[config.mk]
export PLATFORM = sky130hd
export DESIGN_NAME = calc_sequencer
export DESIGN_NICKNAME = d
export VERILOG_FILES = /design/src/rtl/calc_sequencer.sv
export SDC_FILE = /design/constraint.sdc
export NUM_CORES = 1
export LEC_CHECK = 0
export ABC_AREA = 0
export CORE_UTILIZATION = 40
export DETAILED_ROUTE_END_ITERATION = 12
export PLACE_DENSITY_LB_ADDON = 0.3
export SKIP_LAST_GASP = 1
export SLEW_MARGIN = 0
export SYNTH_ARGS = -nofsm -noshare
export SYNTH_HDL_FRONTEND = slang
export SYNTH_SLANG_ARGS = --single-unit
[constraint.sdc]
create_clock -name clk -period 6.5 [get_ports clk]
set_clock_uncertainty 0.2 [all_clocks]
set_input_delay 1.3 -clock clk [delete_from_list [all_inputs] [get_ports clk]]
set_output_delay 1.3 -clock clk [all_outputs]
set_load 0.05 [all_outputs]
[src/rtl/calc_sequencer.sv]
// calc_sequencer: confirm-driven operand/operator sequencer with a small signed ALU.
// Define CALC_SEQUENCER_DIV_EN to build the iterative restoring divider used for op_sel=11.
module calc_sequencer (
    input  logic        clk,
    input  logic        reset,
    input  logic        confirm,
    input  logic        cancel,
    input  logic [1:0]  op_sel,
    input  logic [5:0]  operand1,
    input  logic [5:0]  operand2,
    output logic [2:0]  state,
    output logic [11:0] result,
    output logic        result_valid,
    output logic        error,
    output logic        busy
);

    typedef enum logic [2:0] {
        StIdle  = 3'b000,
        StOp1   = 3'b001,
        StOp1Wr = 3'b010,
        StOp2   = 3'b011,
        StOp2Wr = 3'b100,
        StCalc  = 3'b101,
        StDone  = 3'b110
    } state_t;

    state_t      state_q, state_d;
    logic        confirm_prev_q;
    logic        confirm_edge;
    logic [1:0]  op_q, op_d;
    logic [11:0] result_q, result_d;
    logic        error_q, error_d;
    logic [11:0] a_ext, b_ext;

`ifdef CALC_SEQUENCER_DIV_EN
    logic [2:0] cnt_q;
    logic [5:0] rem_q, rem_d;
    logic [5:0] quo_q, quo_d;
    logic [5:0] dvs_q, dvs_d;
    logic       neg_q, neg_d;
    logic [6:0] rem_shift;

    // Partial remainder shifted left with the next dividend bit from the quotient register.
    assign rem_shift = {rem_q, quo_q[5]};
`endif

    assign confirm_edge = confirm & ~confirm_prev_q;
    assign a_ext        = {{6{operand1[5]}}, operand1};
    assign b_ext        = {{6{operand2[5]}}, operand2};

    assign state        = state_q;
    assign result       = result_q;
    assign error        = error_q;
    assign result_valid = (state_q == StDone);
    assign busy         = (state_q == StCalc);

    always_comb begin
        state_d  = state_q;
        op_d     = op_q;
        result_d = result_q;
        error_d  = error_q;
`ifdef CALC_SEQUENCER_DIV_EN
        rem_d    = rem_q;
        quo_d    = quo_q;
        dvs_d    = dvs_q;
        neg_d    = neg_q;
`endif
        if (cancel) begin
            state_d  = StIdle;
            result_d = '0;
            error_d  = 1'b0;
        end else begin
            case (state_q)
                StIdle:  if (confirm_edge) state_d = StOp1;
                StOp1:   if (confirm_edge) state_d = StOp1Wr;
                StOp1Wr: state_d = StOp2;
                StOp2:   if (confirm_edge) state_d = StOp2Wr;
                StOp2Wr: begin
                    state_d = StCalc;
                    op_d    = op_sel;
                end
                StCalc: begin
                    case (op_q)
                        2'b00: begin
                            result_d = a_ext + b_ext;
                            error_d  = 1'b0;
                            state_d  = StDone;
                        end
                        2'b01: begin
                            result_d = a_ext - b_ext;
                            error_d  = 1'b0;
                            state_d  = StDone;
                        end
                        2'b10: begin
                            result_d = a_ext * b_ext;
                            error_d  = 1'b0;
                            state_d  = StDone;
                        end
                        default: begin
`ifdef CALC_SEQUENCER_DIV_EN
                            if (cnt_q == 3'd0) begin
                                if (operand2 == 6'd0) begin
                                    result_d = '0;
                                    error_d  = 1'b1;
                                    state_d  = StDone;
                                end else begin
                                    // Magnitudes fit in 6 unsigned bits, including |-32|.
                                    neg_d = operand1[5] ^ operand2[5];
                                    rem_d = '0;
                                    quo_d = operand1[5] ? 6'd0 - operand1 : operand1;
                                    dvs_d = operand2[5] ? 6'd0 - operand2 : operand2;
                                end
                            end else if (cnt_q == 3'd7) begin
                                result_d = neg_q ? 12'd0 - {6'd0, quo_q} : {6'd0, quo_q};
                                error_d  = 1'b0;
                                state_d  = StDone;
                            end else begin
                                quo_d = {quo_q[4:0], 1'b0};
                                if (rem_shift >= {1'b0, dvs_q}) begin
                                    rem_d    = rem_shift[5:0] - dvs_q;
                                    quo_d[0] = 1'b1;
                                end else begin
                                    rem_d = rem_shift[5:0];
                                end
                            end
`else
                            result_d = '0;
                            error_d  = 1'b1;
                            state_d  = StDone;
`endif
                        end
                    endcase
                end
                StDone: begin
                    if (confirm_edge) begin
                        state_d = StOp1;
                        error_d = 1'b0;
                    end
                end
                default: state_d = StIdle;
            endcase
        end
    end

    always_ff @(posedge clk) begin
        if (reset) begin
            state_q        <= StIdle;
            confirm_prev_q <= 1'b0;
            op_q           <= 2'b00;
            result_q       <= '0;
            error_q        <= 1'b0;
        end else begin
            state_q        <= state_d;
            confirm_prev_q <= confirm;
            op_q           <= op_d;
            result_q       <= result_d;
            error_q        <= error_d;
        end
    end

`ifdef CALC_SEQUENCER_DIV_EN
    always_ff @(posedge clk) begin
        if (reset) begin
            cnt_q <= '0;
            rem_q <= '0;
            quo_q <= '0;
            dvs_q <= '0;
            neg_q <= 1'b0;
        end else begin
            // Counts cycles spent in the calculate state; restarts on every entry.
            if (state_q == StCalc && state_d == StCalc) begin
                cnt_q <= cnt_q + 3'd1;
            end else begin
                cnt_q <= '0;
            end
            rem_q <= rem_d;
            quo_q <= quo_d;
            dvs_q <= dvs_d;
            neg_q <= neg_d;
        end
    end
`endif

endmodule
## After elaboration in Yosys (flattened, before gate mapping)

Index checks and enable logic that the tools add are counted.
W data, S select, Z words.

- Add/subtract/negate cells: 2
- Multiply operators: 1
- Div/mod/pow operators: 0
- $lt $le $gt $ge: 0
- Equal/unequal tests: 12
- Shifts and indexed selects: 0
- Muxes and demuxes: 8
- Bitwise operators: 3
- Reductions and logical operators: 9

Operator list:

| operator | number |
|---|---|
| $pmux W12 S3 | 1 |
| $pmux W3 S6 | 1 |
| $mul A6 B6 Y12 | 1 |
| $eq A3 B3 Y1 const B | 3 |
| $mux W3 | 3 |
| $add A6 B6 Y7 | 1 |
| $sub A6 B6 Y7 | 1 |
| $eq A3 B2 Y1 const B | 2 |
| $ne A2 B1 Y1 const B | 2 |
| $ne A2 B2 Y1 const B | 2 |
| $reduce_and A2 Y1 | 2 |
| $reduce_or A2 Y1 | 2 |
| $eq A3 B1 Y1 const B | 1 |
| $logic_not A3 Y1 | 1 |
| $reduce_and A3 Y1 | 1 |
| $reduce_or A3 Y1 | 1 |
| $eq A2 B1 Y1 const B | 1 |
| $eq A2 B2 Y1 const B | 1 |
| $logic_not A2 Y1 | 1 |
| $mux W1 | 2 |
| $not A1 Y1 | 2 |
| $pmux W1 S2 | 1 |
| $reduce_bool A2 Y1 | 1 |
| $and A1 B1 Y1 | 1 |

- Bits in registers: 19
- Latch bits: 0
- Bits in writable memories: 0
- ROM bits: 0
- Input port bits: 18
- Memories kept: 0

## Longest topological paths before layout

- Depth in word-level cells: 4
- Mapped depth: 15
- Mapped depth without buffers: 15

## Worst setup path after synthesis

OpenSTA, ideal clock, no wires.

- Path type: in2reg
- From: in operand1[0]
- To: reg result_q[10], in the netlist result[10]
- Arrival: 4.879 ns
- Path slack: 1.304 ns
- Stages: 14
- Path buffers: 0
- Cells stage by stage: inv_1 -> nand2_1 -> fa_1 -> fa_1 -> inv_1 -> fa_1 -> fa_1 -> fa_1 -> a211oi_1 -> o21bai_1 -> a21oi_1 -> xnor2_1 -> a32oi_1 -> nand2_1

- Cells in the longest elaborated chain, start to end: 2

Ends and longest elaborated chain:

| element | line | source |
|---|---|---|
| start: declaration | 9 | `input logic [5:0] operand1,` |
| $mul A6 B6 Y12 (tied with other cells) | 96 | `result_d = a_ext * b_ext;` |
| $pmux W12 S3 (*) | 84 | `case (op_q)` |
| end signal: assignment | 157 | `result_q <= result_d;` |
| end: declaration | 32 | `logic [11:0] result_q, result_d;` |

Mark *: on every way between the ends. The rest lies on a longest branch, timed or not.
A chain may end at the register's enable or synchronous reset.

## Final worst setup path

- From: in operand2[5]
- To: reg result_q[10], in the netlist result[10]

- Cells in the longest elaborated chain, start to end: 2

Ends and longest elaborated chain:

| element | line | source |
|---|---|---|
| start: declaration | 10 | `input logic [5:0] operand2,` |
| $mul A6 B6 Y12 (tied with other cells) | 96 |  |
| $pmux W12 S3 (*) | 84 |  |

Marked as above.

==> metrics.md <==
| Metric | Value |
|---|---|
| Status | `complete, no violations` |
| Residual overflow from global routing | `0` |
| Max-slew headroom at the worst pin | `approximately half` |
| Final hold violation count | `0` |
| Flip-flop cell with the highest count after synthesis | `sky130_fd_sc_hd__dfxtp_1` |
| Critical Path Source | `operand2[5]` |
| Most common cell on crit path | `sky130_fd_sc_hd__fa_1` |
| Clk_lat worst skew | `0.25 ns` |
| FF-to-FF path depth | `6` |
| Post-synthesis sequential area ratio | `between 10% and 20%` |
| Chain of cells forming the critical path | `clkdlybuf4s50_1 > nand2_1 > fa_1 > fa_1 > inv_1 > fa_1 > fa_1 > fa_1 > a211oi_1 > o21bai_1 > a21oi_1 > xnor2_1 > a32oi_1 > nand2_1` |
| Die outline height | `83.4 µm` |
| Endpoint of the worst hold-timing path | `result[8]` |
| Critical register-to-register path endpoint | `result[11]` |
| Power density over cell area | `187 nW/µm²` |
| Via count | `2200` |
| Final HPWL from detailed placement | `4.89 mm` |
| Worst setup path category | `primary input to flip-flop` |
| Layout cells sized above 1 | `under 10%` |
| DP Cell Count | `414` |
| Worst hold path stage count | `2` |
| Highest clock rate | `177 MHz` |
| Kind of cell with the highest combined delay on the critical path | `adder cells` |
| Final period utilization | `87.1%` |
| Cell-internal power | `0.338 mW` |
| Total die area | `6950 µm²` |
| Worst R2R Setup Slack | `4.47 ns` |
| Slowest CP cell | `sky130_fd_sc_hd__clkdlybuf4s50_1` |
| Resize count post-CTS | `0` |
| Post-Synthesis Mean Instance Area | `8.63 µm²` |
| Post-synthesis cell type count | `46` |
| Placement Rows | `29` |
| Clock group share of total power | `14.0%` |
| Port Buf Inserts | `35` |
| Synthesis Warnings | `0` |
| Synth area leader | `sky130_fd_sc_hd__fa_1` |
| Post-Synthesis Cell Area | `approximately 2600 µm²` |
| Critical Path Max Stage Delay | `0.63 ns` |
| Switching power | `0.243 mW` |
| Mean routed wirelength per cell | `13.9 µm` |
| Async set-reset flop share out of synthesis | `0%` |
| Via count of the first global-routing pass | `between 2000 and 2500` |
| CP bufs+invs | `2` |
| Number of buffers between clock root and the deepest sink | `2` |
| Total power after layout | `0.581 mW` |
| Area inside the core boundary | `about 6400 µm²` |
| Clk root buf | `sky130_fd_sc_hd__clkbuf_8` |
| Antenna-violating nets left | `0` |
| Post-synth EDFFs | `0` |
| Clk sinks | `19` |
| Die outline width | `83.4 µm` |
| Initial core utilization | `approximately two fifths` |
| Number of buffers created by CTS | `3` |
| Clock edge transition at the registers on the reported setup and hold paths | `around 0.07 ns` |
| Dominant cells by area after synthesis | `sky130_fd_sc_hd__fa_1 (21%), sky130_fd_sc_hd__ha_1 (16%), sky130_fd_sc_hd__dfxtp_1 (14%), sky130_fd_sc_hd__inv_1 (5.8%), sky130_fd_sc_hd__xnor2_1 (4.6%)` |
| Global-route wire length before repair | `10.2 mm` |
| Max-slew violation count | `0` |
| Total of flip-flops plus latches after synthesis | `19` |
| Metal-1 WL | `2.76 mm` |
| CTS tree | `yes` |
| Setup-violating endpoint count in the final report | `0` |
| Drc violations | `0` |
| Net count reported at finish | `422` |
| Switching Share | `41.8%` |
| Met3 layer wire length in the routed design | `231 µm` |
| Count of mapped cells out of synthesis | `307` |
| Number of primary I/O pins | `36` |
| Setup repair after global routing missed its margin | `no` |
| DRT iter0 DRCs | `69` |
| CTS hold repair buffers | `0` |
| Max rail drop VDD | `106 µV` |
| Leak pwr | `1.42 nW` |
| Kind of start point of the critical path | `primary input` |
| Worst Path Max Fanout | `6` |
| Antenna violations before repair | `0` |
| Length of the first detailed-routing pass in iterations | `4` |
| Total negative slack | `0 ns` |
| Combinational power share | `65.7%` |
| Launch point of the worst reg-to-reg path | `op_q[0]` |
| Wirelength, routed | `5.81 mm` |
| Actual slew at the worst max-slew pin | `0.741 ns` |
| Number of levels in the clock H-tree | `1` |
| Required arrival time at the worst endpoint | `6.45 ns` |
| Fraction of synthesized cell area taken by the top area cell type | `roughly a fifth` |
| Critical path capture point type | `flip-flop` |
| Time the final worst path needs with I/O delays and setup | `5.66 ns` |
| GRT Util Overall | `17.8%` |
| Diode count | `0` |
| Final core area utilization | `48.7%` |
| Type of the worst min-delay path | `flip-flop to flip-flop` |
| Synthesized Nets | `about 390` |
| Drt via density | `around 5.3` |
| Part of the total power dissipated in sequential elements | `20.3%` |
| Final Wtd Congestion | `0.859` |
| Post-layout instance count excluding filler cells | `418` |
| Post-CTS setup buffer count | `0` |
| Crit path DAT | `between 5 and 6 ns` |
| Highest routed metal layer | `met4` |
| Max-cap violations | `0` |
| Beginning of the worst hold path | `result[8]` |
| Layout area overhead | `17.5%` |
| Maximum number of pins on one net before global-route repair | `14` |
| Length of routed met2 wiring | `between 2 and 3 mm` |
-- cells in the final DEF, fill, tap and decap left out, types with 3 or more instances in the layout --
cell,count
sky130_fd_sc_hd__a211oi_1,4
sky130_fd_sc_hd__a21o_1,5
sky130_fd_sc_hd__a21oi_1,17
sky130_fd_sc_hd__a22oi_1,3
sky130_fd_sc_hd__and2_1,13
sky130_fd_sc_hd__clkbuf_8,3
sky130_fd_sc_hd__clkdlybuf4s50_1,35
sky130_fd_sc_hd__dfxtp_1,19
sky130_fd_sc_hd__fa_1,28
sky130_fd_sc_hd__ha_1,34
sky130_fd_sc_hd__inv_1,41
sky130_fd_sc_hd__mux2i_1,3
sky130_fd_sc_hd__nand2_1,21
sky130_fd_sc_hd__nand2b_1,6
sky130_fd_sc_hd__nand3_1,4
sky130_fd_sc_hd__nor2_1,28
sky130_fd_sc_hd__nor2b_1,3
sky130_fd_sc_hd__nor3_1,7
sky130_fd_sc_hd__o21a_1,4
sky130_fd_sc_hd__o21ai_0,14
sky130_fd_sc_hd__o21ai_1,5
sky130_fd_sc_hd__xnor2_1,14
-- per-stage QoR --
step / worst slack (ns) / hold WS, ns / instance area, µm²
finish: 0.838 / 0.250 / 3110
global route: 0.653 / 0.269 / 3110
CTS: 0.850 / 0.252 / 3110
detailed placement: 0.595 / 0.242 / 3070
global placement: 0.654 / 0.240 / 3070
floorplan: 1.30 / 0.388 / 2650
-- sequential cells by signal, summed over array words and instances, names as in the netlist --
signal          count
result             12
confirm_prev_q      1
state               3
error               1
op_q                2
-- worst max path at each step --
stage | to | slack, ns | depth (start not counted)
floorplan | result[10] | 1.30 | 14
global placement | result[10] | 0.65 | 14
detailed placement | result[10] | 0.59 | 14
CTS | result[10] | 0.85 | 15
global route | result[11] | 0.65 | 14
finish | result[10] | 0.84 | 14
-- power by group through the flow --
stage	registers [mW]	clock network [mW]	logic, mW
6_report	0.118	0.0811	0.382
3_3_place_gp	0.121	0	0.377
2_1_floorplan	0.122	0	0.294
3_5_place_dp	0.121	0	0.382
5_1_grt	0.118	0.0905	0.441
4_1_cts	0.118	0.0838	0.387
-- cells in the mapped netlist, types with 5 or more instances --
cell type                  number
sky130_fd_sc_hd__a21o_1         5
sky130_fd_sc_hd__a21oi_1       17
sky130_fd_sc_hd__and2_1        13
sky130_fd_sc_hd__dfxtp_1       19
sky130_fd_sc_hd__fa_1          28
sky130_fd_sc_hd__ha_1          34
sky130_fd_sc_hd__inv_1         41
sky130_fd_sc_hd__nand2_1       21
sky130_fd_sc_hd__nand2b_1       6
sky130_fd_sc_hd__nor2_1        28
sky130_fd_sc_hd__nor3_1         7
sky130_fd_sc_hd__o21ai_0       14
sky130_fd_sc_hd__o21ai_1        5
sky130_fd_sc_hd__xnor2_1       14
-- cells by family after synthesis --
logic type	count (synthesis)	synth area share (%)
and+or+nand+nor	90	17.2
AOI/OAI and AO/OA	70	17.6
adders and majority gates	62	37.2
buffers and inverters	47	7.13
DFF	19	14.4
xor gates and xnor gates	16	5.29
muxes	3	1.13
-- cell type report --
| cell class | instances | area, µm² |
|---|---|---|
| Clock buffer | 4 | 45.0 |
| Tap cell | 77 | 96.3 |
| Timing Repair Buffer | 36 | 358 |
| Inverter | 41 | 154 |
| Multi-Input combinational cell | 241 | 2080 |
| Fill cell | 635 | 3270 |
| Sequential cell | 19 | 380 |
-- metal layers --
metal / vias to the layer above / track usage (%)
met1: 1059 / 25.1
met5: - / 0
met3: 4 / 2.19
met2: 41 / 29.9
met4: 0 / 2.35
li1: 1096 / -
-- tightest hold or removal path: cells and delay by family (launching register included) --
family / cells / cell delay (ns)
AO/OA/AOI/OAI: 1 / 0.05
flip-flops: 1 / 0.31
AND/OR/NAND/NOR: 1 / 0.05
Power figures use the tool's default switching activity.
==> variant: new RTL, config.mk and constraints unchanged <==
Register the outputs `result_valid` and `busy`; this adds one clock of latency there. The other outputs are not delayed to match.
--- a/src/rtl/calc_sequencer.sv
+++ b/src/rtl/calc_sequencer.sv
@@ -53,6 +53,8 @@
     assign result       = result_q;
     assign error        = error_q;
-    assign result_valid = (state_q == StDone);
-    assign busy         = (state_q == StCalc);
+    always_ff @(posedge clk) begin
+        result_valid <= (state_q == StDone);
+        busy         <= (state_q == StCalc);
+    end
 
     always_comb begin
Behaviour: not the same (a bounded check fails within 10 cycles, from zero or initial values and one cycle with reset high).
==> variant against the unedited design <==
  * The run now ends with design-rule violations left
  * First-iteration DRC count up 19%
  * Routed wire length up 1.1%
  * Setup slack worse by 51 ps
  * Highest routed layer unchanged
  * Sequential cell count up 2
  * Design area up 1.0%
  * Synthesized area up 1.5%
  * Largest cell class unchanged
  * Cell count up 0.24%
  * Total power up 2.1%
==> variant: results (changes against the unedited design) <==
detailed placement HPWL=4930 um (was 4890 um); 1st-iter DRT viols=82 (was 69); share of cells above drive strength 1=0.0322 (was 0.0352); GPL Wtd Cong=0.857 (was 0.859); relative slew slack=0.530 (was 0.504); Leak=0.00144 uW (was 0.00142 uW); FF+latch count=21 (was 19); pre-CTS WS=519 ps (was 595 ps); wire per inst=14.0 um (was 13.9 um); top cells by area, synth=fa_1 (21%), ha_1 (16%), dfxtp_1 (16%) (was fa_1 (21%), ha_1 (16%), dfxtp_1 (14%)); Layout Nets=423 (was 422); post-synthesis compound-gate area fraction=0.174 (was 0.176); Seq/Total Area, Yosys=0.156 (was 0.144); met3 wire length=207 um (was 231 um); outcome=finished with violations (was completed); routing usage on met3=0.0287 (was 0.0219); most instantiated cells after synthesis=inv_1 (41), ha_1 (34), fa_1 (28), nor2_1 (28) (was inv_1 (41), ha_1 (34), fa_1 (28), nor2_1 (28), nand2_1 (21)); vias in the first global route=2292 (was 2181); failing checks=design-rule violations; Crit path largest cell delay=730 ps (was 630 ps); critical-path maximum fanout=9 (was 6); drt pass-1 iters=9 (was 4); Seq pwr share=0.219 (was 0.203); storage element area=420 um2 (was 380 um2); fill count=623 (was 635); met2 WL=2950 um (was 2790 um); Arr. time, crit path=5660 ps (was 5610 ps); WL met1=2640 um (was 2760 um); clk pwr=84.0 uW (was 81.1 uW); Synth Area in XOR/XNOR=0.0521 (was 0.0529); drt via density=5.25 (was 5.26); Clock buffers and inverters, area share=0.0143 (was 0.0145); first-pass GRT wire length=10500 um (was 10200 um); met2 Use GR=0.332 (was 0.299); residual DRC count=8 (was 0); post-synthesis mux area share=0.0112 (was 0.0113); multi-input combinational area share=0.661 (was 0.668); Repair and plain buffers=35 (was 36); NonClk Buf Share=0.111 (was 0.115); met1 Use GR=0.229 (was 0.251)
-- variant: changes by cell type in the layout (fill, tap and decap cells not counted), sizes merged --
cell / change
buf: -1
dfxtp: +2
-- variant: metrics by stage --
step	instance area, um2	std cells	total power, uW
6_report	3150	419	593
2_1_floorplan	2690	309	428
3_3_place_gp	3100	415	513
4_1_cts	3150	419	602
3_5_place_dp	3100	415	513
5_1_grt	3150	419	655
-- variant: cells by family (layout without fill, tap and decap cells) --
group                    Yosys count  after routing
flip-flops                        21             21
AO/OA/AOI/OAI                     70             70
buffers and inverters             47             80
multiplexers                       3              3
XOR/XNOR                          16             16
AND/OR/NAND/NOR                   90             90
adder cells (fa/ha/maj)           62             62
-- variant: path summary, 6_finish.rpt --
kind	endpoint	from	slack (ps)	depth (start not counted)
setup / recovery	result[10]	operand1[1]	790	14
setup reg to reg	result[8]	op_q[0]	4440	6
hold / removal	result[6]	result[6]	250	2
hold reg to reg	result[6]	result[6]	250	2
